==> src/rtl/imem_dmem_arbiter.sv <==
// Arbiter sharing one single-ported unified memory between instruction fetch and data access.
// Data wins by default; a saturating starvation counter forces a fetch grant after STARVE_LIMIT data grants.
module imem_dmem_arbiter #(
    parameter int DATA_WIDTH   = 32,
    parameter int STARVE_LIMIT = 4
) (
    input  logic                  clk,
    input  logic                  rst,
    input  logic                  if_req,
    input  logic [DATA_WIDTH-1:0] if_addr,
    input  logic                  if_kill,
    output logic [DATA_WIDTH-1:0] if_rdata,
    output logic                  if_valid,
    input  logic                  dm_req,
    input  logic                  dm_we,
    input  logic [DATA_WIDTH-1:0] dm_addr,
    input  logic [DATA_WIDTH-1:0] dm_wdata,
    input  logic [3:0]            dm_wstrb,
    output logic [DATA_WIDTH-1:0] dm_rdata,
    output logic                  dm_valid,
    output logic                  stall_f,
    output logic                  stall_m,
    output logic                  mem_req,
    output logic                  mem_we,
    output logic [DATA_WIDTH-1:0] mem_addr,
    output logic [DATA_WIDTH-1:0] mem_wdata,
    output logic [3:0]            mem_wstrb,
    input  logic                  mem_gnt,
    input  logic                  mem_rvalid,
    input  logic [DATA_WIDTH-1:0] mem_rdata
);

    localparam int CW = $clog2(STARVE_LIMIT + 1);
    localparam logic [CW-1:0] C_LIMIT = CW'(STARVE_LIMIT);

    typedef enum logic [1:0] {S_IDLE, S_WAIT_I, S_WAIT_D} state_t;

    state_t        r_state;
    logic [CW-1:0] r_starve;
    logic          r_drop;

    logic w_idle;
    logic w_pick_d;
    logic w_pick_i;
    logic w_we;
    logic w_if_valid;
    logic w_dm_valid;

    // Everything is gated by rst so all outputs read 0 while reset is held.
    assign w_idle     = (r_state == S_IDLE) & ~rst;
    assign w_pick_d   = w_idle & dm_req & (~if_req | (r_starve < C_LIMIT));
    assign w_pick_i   = w_idle & ~w_pick_d & if_req & ~if_kill;
    assign w_we       = w_pick_d & dm_we;
    assign w_if_valid = ~rst & (r_state == S_WAIT_I) & mem_rvalid & ~r_drop & ~if_kill;
    assign w_dm_valid = ~rst & (r_state == S_WAIT_D) & mem_rvalid;

    assign mem_req   = w_pick_d | w_pick_i;
    assign mem_we    = w_we;
    assign mem_addr  = w_pick_d ? dm_addr : (w_pick_i ? if_addr : '0);
    assign mem_wdata = w_pick_d ? dm_wdata : '0;
    assign mem_wstrb = w_we ? dm_wstrb : 4'b0000;

    assign if_valid = w_if_valid;
    assign if_rdata = w_if_valid ? mem_rdata : '0;
    assign dm_valid = w_dm_valid;
    assign dm_rdata = w_dm_valid ? mem_rdata : '0;
    assign stall_f  = ~rst & if_req & ~w_if_valid;
    assign stall_m  = ~rst & dm_req & ~w_dm_valid;

    always_ff @(posedge clk) begin
        if (rst) begin
            r_state  <= S_IDLE;
            r_starve <= '0;
            r_drop   <= 1'b0;
        end else begin
            case (r_state)
                S_IDLE: begin
                    r_drop <= 1'b0;
                    if (w_pick_d && mem_gnt) begin
                        r_state <= S_WAIT_D;
                        if (if_req && (r_starve != C_LIMIT))
                            r_starve <= r_starve + 1'b1;
                    end else if (w_pick_i && mem_gnt) begin
                        r_state  <= S_WAIT_I;
                        r_starve <= '0;
                    end
                    if (!if_req)
                        r_starve <= '0;
                end
                S_WAIT_I: begin
                    // A redirect before the response arrives marks it stale for later.
                    if (mem_rvalid) begin
                        r_state <= S_IDLE;
                        r_drop  <= 1'b0;
                    end else if (if_kill) begin
                        r_drop <= 1'b1;
                    end
                end
                S_WAIT_D: begin
                    if (mem_rvalid)
                        r_state <= S_IDLE;
                end
                default: r_state <= S_IDLE;
            endcase
        end
    end

endmodule

==> config.mk <==
export PLATFORM = sky130hd
export DESIGN_NAME = imem_dmem_arbiter
export DESIGN_NICKNAME = d
export VERILOG_FILES = /design/src/rtl/imem_dmem_arbiter.sv
export SDC_FILE = /design/constraint.sdc
export NUM_CORES = 1
export LEC_CHECK = 0
export BUFFER_PORTS_ARGS = -buffer_cell sky130_fd_sc_hd__buf_2
export CAP_MARGIN = 20
export CELL_PAD_IN_SITES_DETAIL_PLACEMENT = 1
export CELL_PAD_IN_SITES_GLOBAL_PLACEMENT = 1
export CORE_UTILIZATION = 14
export DETAILED_ROUTE_END_ITERATION = 10
export PLACE_DENSITY = 0.79
export SLEW_MARGIN = 30
export SYNTH_ARGS = -nofsm -noshare
export SYNTH_HDL_FRONTEND = slang
export SYNTH_SLANG_ARGS = --single-unit
==> constraint.sdc <==
create_clock -name clk -period 1.85 [get_ports clk]
set_clock_uncertainty 0.2 [all_clocks]
set_input_delay 0.2775 -clock clk [delete_from_list [all_inputs] [get_ports clk]]
set_output_delay 0.2775 -clock clk [all_outputs]
set_load 0.01 [all_outputs]
==> reports/summary.log <==
[run_status] result of the run finished with violations
[run_status] violations in the final reports negative setup slack
[synth] Post-Syn Instances 205
[clock_network] deepest clock path buffer count 2
[detailed_routing] First-pass DRT Iterations 4
[layout] footprint of the flip-flops and latches 124 sq um
[place] PortBufs 277
[clock_network] clock tree from TritonCTS done
[timing] PnR worst setup slack -274 ps
[timing] relative max-transition margin 69.7%
[clock_network] number of clock sinks 6
[power_and_ir_drop] switching share of total power 36.6%
[synth] post-synthesis register bit count 6
[timing] minimum period implied by the final worst setup slack 2120 ps
[timing] unrepaired setup endpoints after global routing true
[critical_path] required time at the endpoint of the critical path 1370 ps
[global_route] GRT Util Overall 17.6%
[synth] Unique masters post-synth 34
[clock_network] number of clock buffers inserted by TritonCTS 3
[timing] worst slack on hold paths 145 ps
[synth] asr flop ratio synth 0%
[synth] area share of fa/ha/maj cells after synthesis 4.05%
[global_route] antenna violations before repair 1
[worst_hold_path] cell depth of the worst min-delay path 2
[timing] Final setup viols 136
[clock_network] clock latency on the worst-skew pair 220 ps
[detailed_routing] via-per-instance ratio 4.36
[clock_network] number of H-tree branching levels 1
[floorplanning] Core Box Area 10500 sq um
[timing] number of hold violations in the final report 0
[worst_hold_path] Hold Path Sink r_drop
[global_route] first-pass GRT wire length 15.7 mm
[power_and_ir_drop] portion of total power attributed to combinational logic 69.6%
[synth] mean area per synthesized cell 7.54 sq um
[critical_path] Worst EP arrival 1650 ps
[worst_hold_path] path type of the worst min-delay path in2reg
[clock_network] Reg clk slew, reported paths 40 ps
[synth] combinational family with the most area after synthesis simple AND/OR/NAND/NOR gates
[clock_network] hold-fix buffer count after cts 0
[worst_hold_path] beginning of the worst hold path mem_rvalid
[timing] period utilization 115%
[synth] YS warnings 0
[layout] number of filler cells placed in the layout 1355
[synth] area share of and/or/nand/nor cells after synthesis 51.0%
[critical_path] worst reg2reg path endpoint r_starve[1]
[detailed_routing] final routed DRC violation total 0
[detailed_routing] WL/cell 18.8 um
[power_and_ir_drop] total power density per cell area 282 nW/um^2
[detailed_routing] wire length after detailed routing 12.0 mm
[power_and_ir_drop] Clk network pwr share 17.9%
[clock_network] root buffer selected by CTS clkbuf_8
[floorplanning] number of placement rows 37
[synth] fraction of the mapped netlist area in compound gates 29.3%
[critical_path] setup slack of the most critical reg-to-reg path 270 ps
[timing] Total Neg Setup Slack -27510 ps
[layout] number of nets at the end of the flow 648
[floorplanning] horizontal die dimension 107 um
[floorplanning] Initial Util 14.7%
[global_route] maximum number of pins on one net before global-route repair 35
[power_and_ir_drop] worst-case vdd ir drop 0.288 mV
[critical_path] capturing element type of the critical path output pin
[synth] portion of synthesized cell area occupied by the leading cell type 39.3%
[layout] multi-input gate area in the final layout 1480 sq um
[synth] post-synth net total 350
[floorplanning] area of the die 11500 sq um
[synth] xor and xnor area share after synthesis 0%
[synth] post-synthesis cell type with the largest combined area and2_1
[critical_path] critical path type reg2out
[power_and_ir_drop] Leak Pwr 0.00227 uW
[synth] number of enable flip-flop cells after synthesis 0
[flow_run] reported max-cap violation count 0
[detailed_routing] Vias 2783
[floorplanning] Die Y 107 um
[timing] Final Max Tran Viols 0
[layout] Area Overhead vs Synth 156%
[synth] multiplexer area fraction after synthesis 0%
[critical_path] number of cells on the worst reg-to-reg path 6
[critical_path] reg-to-reg critical path startpoint r_state[0]
[detailed_routing] number of design-rule violations left by the first detailed-router iteration 130
[power_and_ir_drop] cell internal pwr 709 uW
[critical_path] CP Launch Type register
[timing] maximum clock rate 0.471 GHz
[synth] predominant post-synthesis flop cell dfxtp_1
[synth] dominant cells by area after synthesis and2_1 (39%), a22o_2 (18%), dfxtp_1 (7.8%), ha_1 (4.0%), nand2b_1 (3.2%)
[global_route] grt ovf 0
[layout] final core area utilization 37.7%
[timing] Slew @ Worst Pin 452 ps
[global_route] vias in the first global route 2784
[power_and_ir_drop] Net Sw Power 410 uW
[place] pre-CTS setup slack -106 ps
[place] global placement routability congestion 0.846
[critical_path] critical-path maximum fanout 17
[layout] share of post-route cells with drive strength above 1 75.6%
[power_and_ir_drop] power share of the sequential group 12.5%
[synth] post-synth design cell area 1550 sq um
[place] Detail Placement HPWL 8.69 mm
[floorplanning] Top Ports 278
[synth] part of the Yosys area used for sequential elements 7.77%
[detailed_routing] antenna-violating nets left 0
==> flip-flops by register name, summed over array words and instances (netlist names) <==
name	cells
r_state	2
r_drop	1
r_starve	3
==> stage by stage <==
step           area, sq um  std cells  power (uW)
2_1_floorplan         1560        205         403
3_3_place_gp          3180        617         709
3_5_place_dp          3180        617         728
4_1_cts               3630        632        1040
5_1_grt               3960        638        1170
6_report              3960        638        1120
==> layout by cell type, fill, tap and decap left out, types with 3 or more instances in the layout <==
master / count
buf_16: 4
buf_4: 13
and3_4: 4
and2_4: 16
dfxtp_2: 3
buf_12: 5
a22o_1: 4
clkbuf_16: 5
a22o_2: 19
nand2b_1: 7
dfxtp_1: 3
clkbuf_8: 3
nor2b_1: 3
and2_1: 81
o2bb2ai_1: 3
buf_6: 42
a22o_4: 9
buf_2: 240
==> cell usage after synthesis, types with 3 or more instances <==
cell type  instances
a22o_2            28
nor2b_1            3
clkbuf_1           8
and3_1             4
a22o_1             4
nor2_1             4
dfxtp_1            6
inv_1              5
buf_6              4
o2bb2ai_1          3
and2_1            97
nand2b_1           8
buf_2              3
ha_1               5
==> critical path, stage by stage, from the launching register on <==
cell and delay, ps:
dfxtp_2 310, inv_2 70, ha_4 150, inv_4 50, a211oi_4 210, buf_4 190
buf_16 150, and2_1 150, buf_2 140
==> final cells by class <==
cell class | count | share of cell area [%]
Inverter | 5 | 0.537
Multi-Input combinational cell | 177 | 37.3
Tap cell | 136 | 4.30
Antenna cell | 1 | 0.0632
Sequential cell | 6 | 3.13
Clock buffer | 3 | 1.04
Timing Repair Buffer | 310 | 53.6
==> worst max-delay path by stage <==
stage | endpoint | slack, ps | start | cells after the start
3_3_place_gp | mem_addr[17] | -60 | r_state[0] | 7
4_1_cts | dm_rdata[4] | -270 | r_state[0] | 8
3_5_place_dp | mem_addr[17] | -110 | rst | 6
6_report | mem_wdata[29] | -270 | r_state[0] | 8
5_1_grt | mem_addr[19] | -330 | r_state[0] | 8
2_1_floorplan | mem_addr[19] | 20 | r_state[0] | 6
==> logic make-up (layout without fill, tap and decap cells) <==
| kind of cell | Yosys count | after routing |
|---|---|---|
| compound gates | 48 | 48 |
| fa+ha+maj | 5 | 5 |
| buf+inv | 22 | 318 |
| flops | 6 | 6 |
| other cells | 0 | 1 |
| simple gates | 124 | 124 |
==> power groups by stage <==
stage                     sequential [uW]  combinational, uW  clock (uW)
final                                 140                778         200
after global routing                  141                826         207
after CTS                             140                695         205
after detailed placement              141                587           0
after global placement                141                568           0
after floorplan                       141                261           0
==> layer usage <==
metal | vias up | global-route usage (%) | share of wire, %
li1 | 1304 | - | -
met1 | 1341 | 20.6 | 38
met2 | 119 | 33.9 | 54
met3 | 19 | 2.25 | 5.4
met4 | 0 | 3.13 | 2.3
met5 | - | 0 | 0
==> repair_timing <==
item,in CTS,in global routing
cloned,6,5
pin swaps,3,7
gates resized for setup,46,46
setup endpoints to repair,137,137
setup buffers,6,1
Note: power is estimated with default switching activity, not from simulation.
